**config.mk**
```make
export PLATFORM = sky130hd
export DESIGN_NAME = tia_hmove_sequencer_flat
export DESIGN_NICKNAME = d
export VERILOG_FILES = /design/src/rtl/tia_hmove_if.sv /design/src/rtl/tia_hmove_sequencer.sv /design/src/flat_wrapper.sv
export SDC_FILE = /design/constraint.sdc
export NUM_CORES = 1
export LEC_CHECK = 0
export ABC_AREA = 1
export BUFFER_PORTS_ARGS = -buffer_cell sky130_fd_sc_hd__buf_4
export CAP_MARGIN = 10
export CORE_AREA = 2 2 92 94
export DETAILED_ROUTE_END_ITERATION = 8
export DIE_AREA = 0 0 94 96
export SLEW_MARGIN = 20
export SYNTH_ARGS = -nofsm -noshare
export SYNTH_HDL_FRONTEND = slang
export SYNTH_SLANG_ARGS = --single-unit
export TNS_END_PERCENT = 10
```
**constraint.sdc**
```tcl
create_clock -name clk -period 1.8 [get_ports clk]
set_clock_uncertainty 0.1 [all_clocks]
set_input_delay 0.18 -clock clk [delete_from_list [all_inputs] [get_ports clk]]
set_output_delay 0.18 -clock clk [all_outputs]
set_load 0.03 [all_outputs]
```
**src/rtl/tia_hmove_if.sv**
```systemverilog
// Bus between an HMOVE/HMxx register front end and the HMOVE motion-clock sequencer.
// The master drives strobes and register writes; the slave returns motion pulses and status.
interface tia_hmove_if #(
    parameter int N_OBJ = 5
);
    logic             hmove;
    logic             hmclr;
    logic             wr_en;
    logic [2:0]       wr_addr;
    logic [3:0]       wr_data;
    logic             line_rst;
    logic [N_OBJ-1:0] motclk;
    logic             busy;
    logic             ext_hblank;

    modport master (
        output hmove, hmclr, wr_en, wr_addr, wr_data, line_rst,
        input  motclk, busy, ext_hblank
    );

    modport slave (
        input  hmove, hmclr, wr_en, wr_addr, wr_data, line_rst,
        output motclk, busy, ext_hblank
    );
endinterface

```
**src/rtl/tia_hmove_sequencer.sv**
```systemverilog
// TIA HMOVE sequencer: HMxx registers, 16-tick extra-clock schedule, extended HBLANK.
// Optional macro TIA_HMOVE_LIVE_COMPARE_EN compares against live HM values instead of a snapshot.
module tia_hmove_sequencer #(
    parameter int PHASE_DIV = 4,
    parameter int N_OBJ     = 5
) (
    input logic        clk,
    input logic        rl,
    tia_hmove_if.slave bus
);
    localparam int              PW      = (PHASE_DIV > 2) ? $clog2(PHASE_DIV) : 1;
    localparam logic [PW-1:0]   PH_LAST = PW'(PHASE_DIV - 1);
    localparam logic [PW-1:0]   PH_PRE  = PW'(PHASE_DIV - 2);

    localparam logic [0:0] ST_IDLE = 1'b0;
    localparam logic [0:0] ST_RUN  = 1'b1;

    logic [0:0]       state;
    logic [PW-1:0]    phase;
    logic [3:0]       tick;
    logic [3:0]       hm    [N_OBJ];
    logic [3:0]       extra [N_OBJ];
    logic [N_OBJ-1:0] hit;
    logic [N_OBJ-1:0] motclk_q;
    logic             ext_q;

    always_comb begin
        for (int i = 0; i < N_OBJ; i++) begin
            extra[i] = hm[i] ^ 4'h8;
        end
    end

`ifdef TIA_HMOVE_LIVE_COMPARE_EN
    // Once an object misses a tick it stays stopped for the rest of the run.
    logic [N_OBJ-1:0] alive;

    always_comb begin
        // NOTE: default assignment first, so no path leaves hit holding a value (no latch).
        hit = '0;
        for (int i = 0; i < N_OBJ; i++) begin
            hit[i] = alive[i] && (tick < extra[i]);
        end
    end
`else
    logic [3:0] snap [N_OBJ];

    always_comb begin
        hit = '0;
        for (int i = 0; i < N_OBJ; i++) begin
            hit[i] = tick < snap[i];
        end
    end
`endif

    always_ff @(posedge clk) begin
        if (!rl) begin
            // NOTE: the HM file is architectural state, so every entry is reset explicitly.
            for (int i = 0; i < N_OBJ; i++) begin
                hm[i] <= 4'h0;
            end
        end else if (bus.hmclr) begin
            for (int i = 0; i < N_OBJ; i++) begin
                hm[i] <= 4'h0;
            end
        end else if (bus.wr_en) begin
            for (int i = 0; i < N_OBJ; i++) begin
                if (bus.wr_addr == 3'(i)) begin
                    hm[i] <= bus.wr_data;
                end
            end
        end
    end

    // motclk is registered one cycle early (at PH_PRE) so it is high while phase == PH_LAST.
    always_ff @(posedge clk) begin
        if (!rl) begin
            // NOTE: non-blocking assignments keep every register reading pre-edge values.
            state    <= ST_IDLE;
            phase    <= '0;
            tick     <= 4'h0;
            motclk_q <= '0;
            ext_q    <= 1'b0;
`ifdef TIA_HMOVE_LIVE_COMPARE_EN
            alive    <= '0;
`else
            for (int i = 0; i < N_OBJ; i++) begin
                snap[i] <= 4'h0;
            end
`endif
        end else begin
            if (bus.hmove) begin
                ext_q <= 1'b1;
            end else if (bus.line_rst) begin
                ext_q <= 1'b0;
            end

            if (bus.hmove) begin
                state    <= ST_RUN;
                phase    <= '0;
                tick     <= 4'h0;
                motclk_q <= '0;
`ifdef TIA_HMOVE_LIVE_COMPARE_EN
                alive    <= '1;
`else
                for (int i = 0; i < N_OBJ; i++) begin
                    snap[i] <= extra[i];
                end
`endif
            end else if (state == ST_RUN) begin
                phase    <= (phase == PH_LAST) ? '0 : phase + PW'(1);
                motclk_q <= (phase == PH_PRE) ? hit : '0;
`ifdef TIA_HMOVE_LIVE_COMPARE_EN
                if (phase == PH_PRE) begin
                    alive <= alive & hit;
                end
`endif
                if (phase == PH_LAST) begin
                    tick <= tick + 4'd1;
                    if (tick == 4'hF) begin
                        state <= ST_IDLE;
                    end
                end
            end else begin
                motclk_q <= '0;
            end
        end
    end

    assign bus.motclk     = motclk_q;
    assign bus.busy       = (state == ST_RUN);
    assign bus.ext_hblank = ext_q;
endmodule

```
**src/flat_wrapper.sv**
```systemverilog
// flat-port wrapper written by rule: the top's interface ports become plain ports
module tia_hmove_sequencer_flat 
#(
    parameter int PHASE_DIV = 4,
    parameter int N_OBJ     = 5
)
  (clk, rl, bus_hmove, bus_hmclr, bus_wr_en, bus_wr_addr, bus_wr_data, bus_line_rst, bus_motclk, bus_busy, bus_ext_hblank);
  tia_hmove_if #(.N_OBJ(N_OBJ)) bus_i ();
  input logic clk;
  input logic rl;
  input wire logic [$bits(bus_i.hmove)-1:0] bus_hmove;
  input wire logic [$bits(bus_i.hmclr)-1:0] bus_hmclr;
  input wire logic [$bits(bus_i.wr_en)-1:0] bus_wr_en;
  input wire logic [$bits(bus_i.wr_addr)-1:0] bus_wr_addr;
  input wire logic [$bits(bus_i.wr_data)-1:0] bus_wr_data;
  input wire logic [$bits(bus_i.line_rst)-1:0] bus_line_rst;
  output wire logic [$bits(bus_i.motclk)-1:0] bus_motclk;
  output wire logic [$bits(bus_i.busy)-1:0] bus_busy;
  output wire logic [$bits(bus_i.ext_hblank)-1:0] bus_ext_hblank;
  assign bus_i.hmove = bus_hmove;
  assign bus_i.hmclr = bus_hmclr;
  assign bus_i.wr_en = bus_wr_en;
  assign bus_i.wr_addr = bus_wr_addr;
  assign bus_i.wr_data = bus_wr_data;
  assign bus_i.line_rst = bus_line_rst;
  assign bus_motclk = bus_i.motclk;
  assign bus_busy = bus_i.busy;
  assign bus_ext_hblank = bus_i.ext_hblank;
  tia_hmove_sequencer #(.PHASE_DIV(PHASE_DIV), .N_OBJ(N_OBJ)) u_core (.clk(clk), .rl(rl), .bus(bus_i));
endmodule
```
==> flow_summary.json <==
{
  "portBuffers": 19,
  "grt_pass1_wl_mm": 6.20,
  "utilization": 0.339,
  "synthArstFlopShare": 0,
  "die-area_mm2": 0.00902,
  "clkLatencyLatePin_ps": 300,
  "drt_iter0_drc": 89,
  "synthFlopType": "edfxtp_1",
  "fillers": 805,
  "placed_area_mm2": 0.00260,
  "stdcell_area_mm2": 0.00273,
  "yosysTopAreaCell": "edfxtp_1",
  "critPathSlowestCell": "dfxtp_1",
  "path_cells": "ha_1 > a21oi_1 > nand2_1 > nor2_1",
  "viasPerCell": 4.08,
  "num_rows": 33,
  "min_from": "bus_hmove",
  "crit_type": "reg2reg",
  "relSlewSlack": 0.532,
  "ant_nets": 0,
  "power_density_mw_per_mm2": 880,
  "routed_wl_mm": 3.77,
  "core_mm2": 0.00805,
  "cp-end-kind": "flop",
  "syn_area_per_cell_um2": 10.4,
  "grt_pass1_vias": 1370,
  "r2r-start": "u_core.tick[3]",
  "dieWidth_um": 94,
  "final_nets": 281,
  "dp_slack_ps": 386,
  "synth_fp_nets": 255,
  "outcome": "complete, no violations",
  "vias": 1453,
  "ctsResizeCount": 0,
  "post_cts_buffers": 0,
  "hold_path.class": "in2reg",
  "area_growth_syn_to_layout_pct": 17.3,
  "cts-htree-levels": 2,
  "n_antenna_cell": 0,
  "grt_max_degree": 23,
  "cts_tree": "built",
  "finalSetupTns_ps": 0,
  "drv_slew": 0,
  "ioPinCount": 20,
  "grt_use_total": 0.0900,
  "startpoint_type": "flop",
  "synth-edff-count": 40,
  "worstPathArrival_ps": 1490,
  "tightestPinTransition_ps": 696,
  "synthCells": 224,
  "wire_per_inst_um": 10.6,
  "worstHoldPathCells": 3,
  "cts.clk_slew.worst_paths_ps": 90,
  "clkSinkCount": 53,
  "hold_ws_ps": 19.2,
  "cp-startpoint": "u_core.tick[3]",
  "seqCellArea_mm2": 0.00146,
  "ys_warn_count": 0,
  "cts_buffers": 5,
  "synth_seq_cells": 53,
  "dr.pass1.iters": 4,
  "yosys.area.top_type_share": 0.516,
  "cts.hold.buffers_added": 1,
  "place_hpwl_mm": 2.75,
  "synth_area_leaders": "edfxtp_1, dfxtp_1, ha_1",
  "place.gp.congestion": 0.695,
  "initial_utilization": 0.289,
  "rsz0062_at_grt": "no",
  "drc": 0,
  "irDropWorstVdd_mv": 0.305,
  "hold_viol": 0,
  "worst_slack_ps": 455,
  "slowest_delay_ps": 540,
  "synth_common_cells": "inv_1, edfxtp_1, nor2_1",
  "layout_worst_path_cycle_share": 0.747,
  "max_cap_viol_count": 0,
  "synth_area_mm2": 0.00233,
  "cts-root-buf": "clkbuf_8",
  "antenna_found_initial": 0,
  "ys_seq_area_frac": 0.628,
  "finalSetupViolations": 0,
  "worst_r2r_path_depth": 4,
  "multi_input_area_um2": 672,
  "drive_above_1_share": 0.127,
  "dieHeight_um": 96,
  "crit_required_ps": 1940,
  "cts_buffer_depth": 2,
  "synth.most_common_cell": "inv_1",
  "fmax_ghz": 0.744,
  "ys_types": 16,
  "leakagePower_nw": 1.17,
  "gr-total-overflow": 0,
  "min_period_ps": 1340,
  "cp_max_fo": 8
}
==> final cells by class <==
| class | instances | share of cell area |
|---|---|---|
| repair buffers | 21 | 0.0587 |
| multi-input cells | 120 | 0.246 |
| well taps | 105 | 0.0481 |
| inverters | 49 | 0.0674 |
| clock buffers | 6 | 0.0303 |
| clock inverters | 2 | 0.0138 |
| flip-flops and latches | 53 | 0.536 |
==> critical path: cells and delay by family, from the launching register on <==
| family | cells | cell delay (ps) |
|---|---|---|
| AO/OA/AOI/OAI | 1 | 150 |
| adder cells (fa/ha/maj) | 1 | 320 |
| AND/OR/NAND/NOR | 2 | 180 |
| flip-flops | 1 | 540 |
==> where the power goes <==
group | switching, W | internal [W] | total (W)
sequential | 0.0000235 | 0.00138 | 0.00141
combinational | 0.000100 | 0.0000635 | 0.000164
clock | 0.000380 | 0.000452 | 0.000832
==> path summary, 6_finish.rpt <==
| path | to | slack [ps] |
|---|---|---|
| max | u_core.bus.motclk[4] | 460 |
| min | u_core.bus.busy | 20 |
| max reg2reg | u_core.bus.motclk[4] | 460 |
| min reg2reg | u_core.bus.ext_hblank | 370 |
==> stage by stage <==
step	std cells	total power, W
floorplan	224	0.00153
global placement	347	0.00160
detailed placement	347	0.00160
CTS	356	0.00243
global route	356	0.00250
finish	356	0.00240
==> sequential cells by signal (all words and copies together) (netlist names) <==
signal	cells
u_core.bus.busy	1
u_core.bus.ext_hblank	1
u_core.bus.motclk	5
u_core.hm	20
u_core.phase	2
u_core.snap	20
u_core.tick	4
==> placed cells by master (no fill, tap or decap), drive strengths merged <==
cell type	count
dlygate4sd3	1
clkinvlp	1
xnor2	1
edfxtp	40
nand2	34
ha	18
o31ai	2
inv	49
buf	20
nor2	37
nand3	5
o21ai	7
clkbuf	6
a21oi	13
nor3	2
bufinv	1
nand4	1
dfxtp	13
==> cells by family after synthesis <==
kind of cell               after synthesis  share of synthesized area
buffers and inverters                   51                     0.0833
DFF                                     53                      0.628
adders and majority gates               18                     0.0968
xor gates and xnor gates                 1                    0.00376
AOI/OAI and AO/OA                       22                     0.0495
and+or+nand+nor                         79                      0.139
==> routing by layer <==
layer,global-route usage,up-vias,routed length [um]
met5,0,-,0
met4,0.0386,0,70
met3,0.0235,6,161
met2,0.152,34,1770
met1,0.109,649,1770
li1,-,764,-
Note: power is estimated with default switching activity, not from simulation.
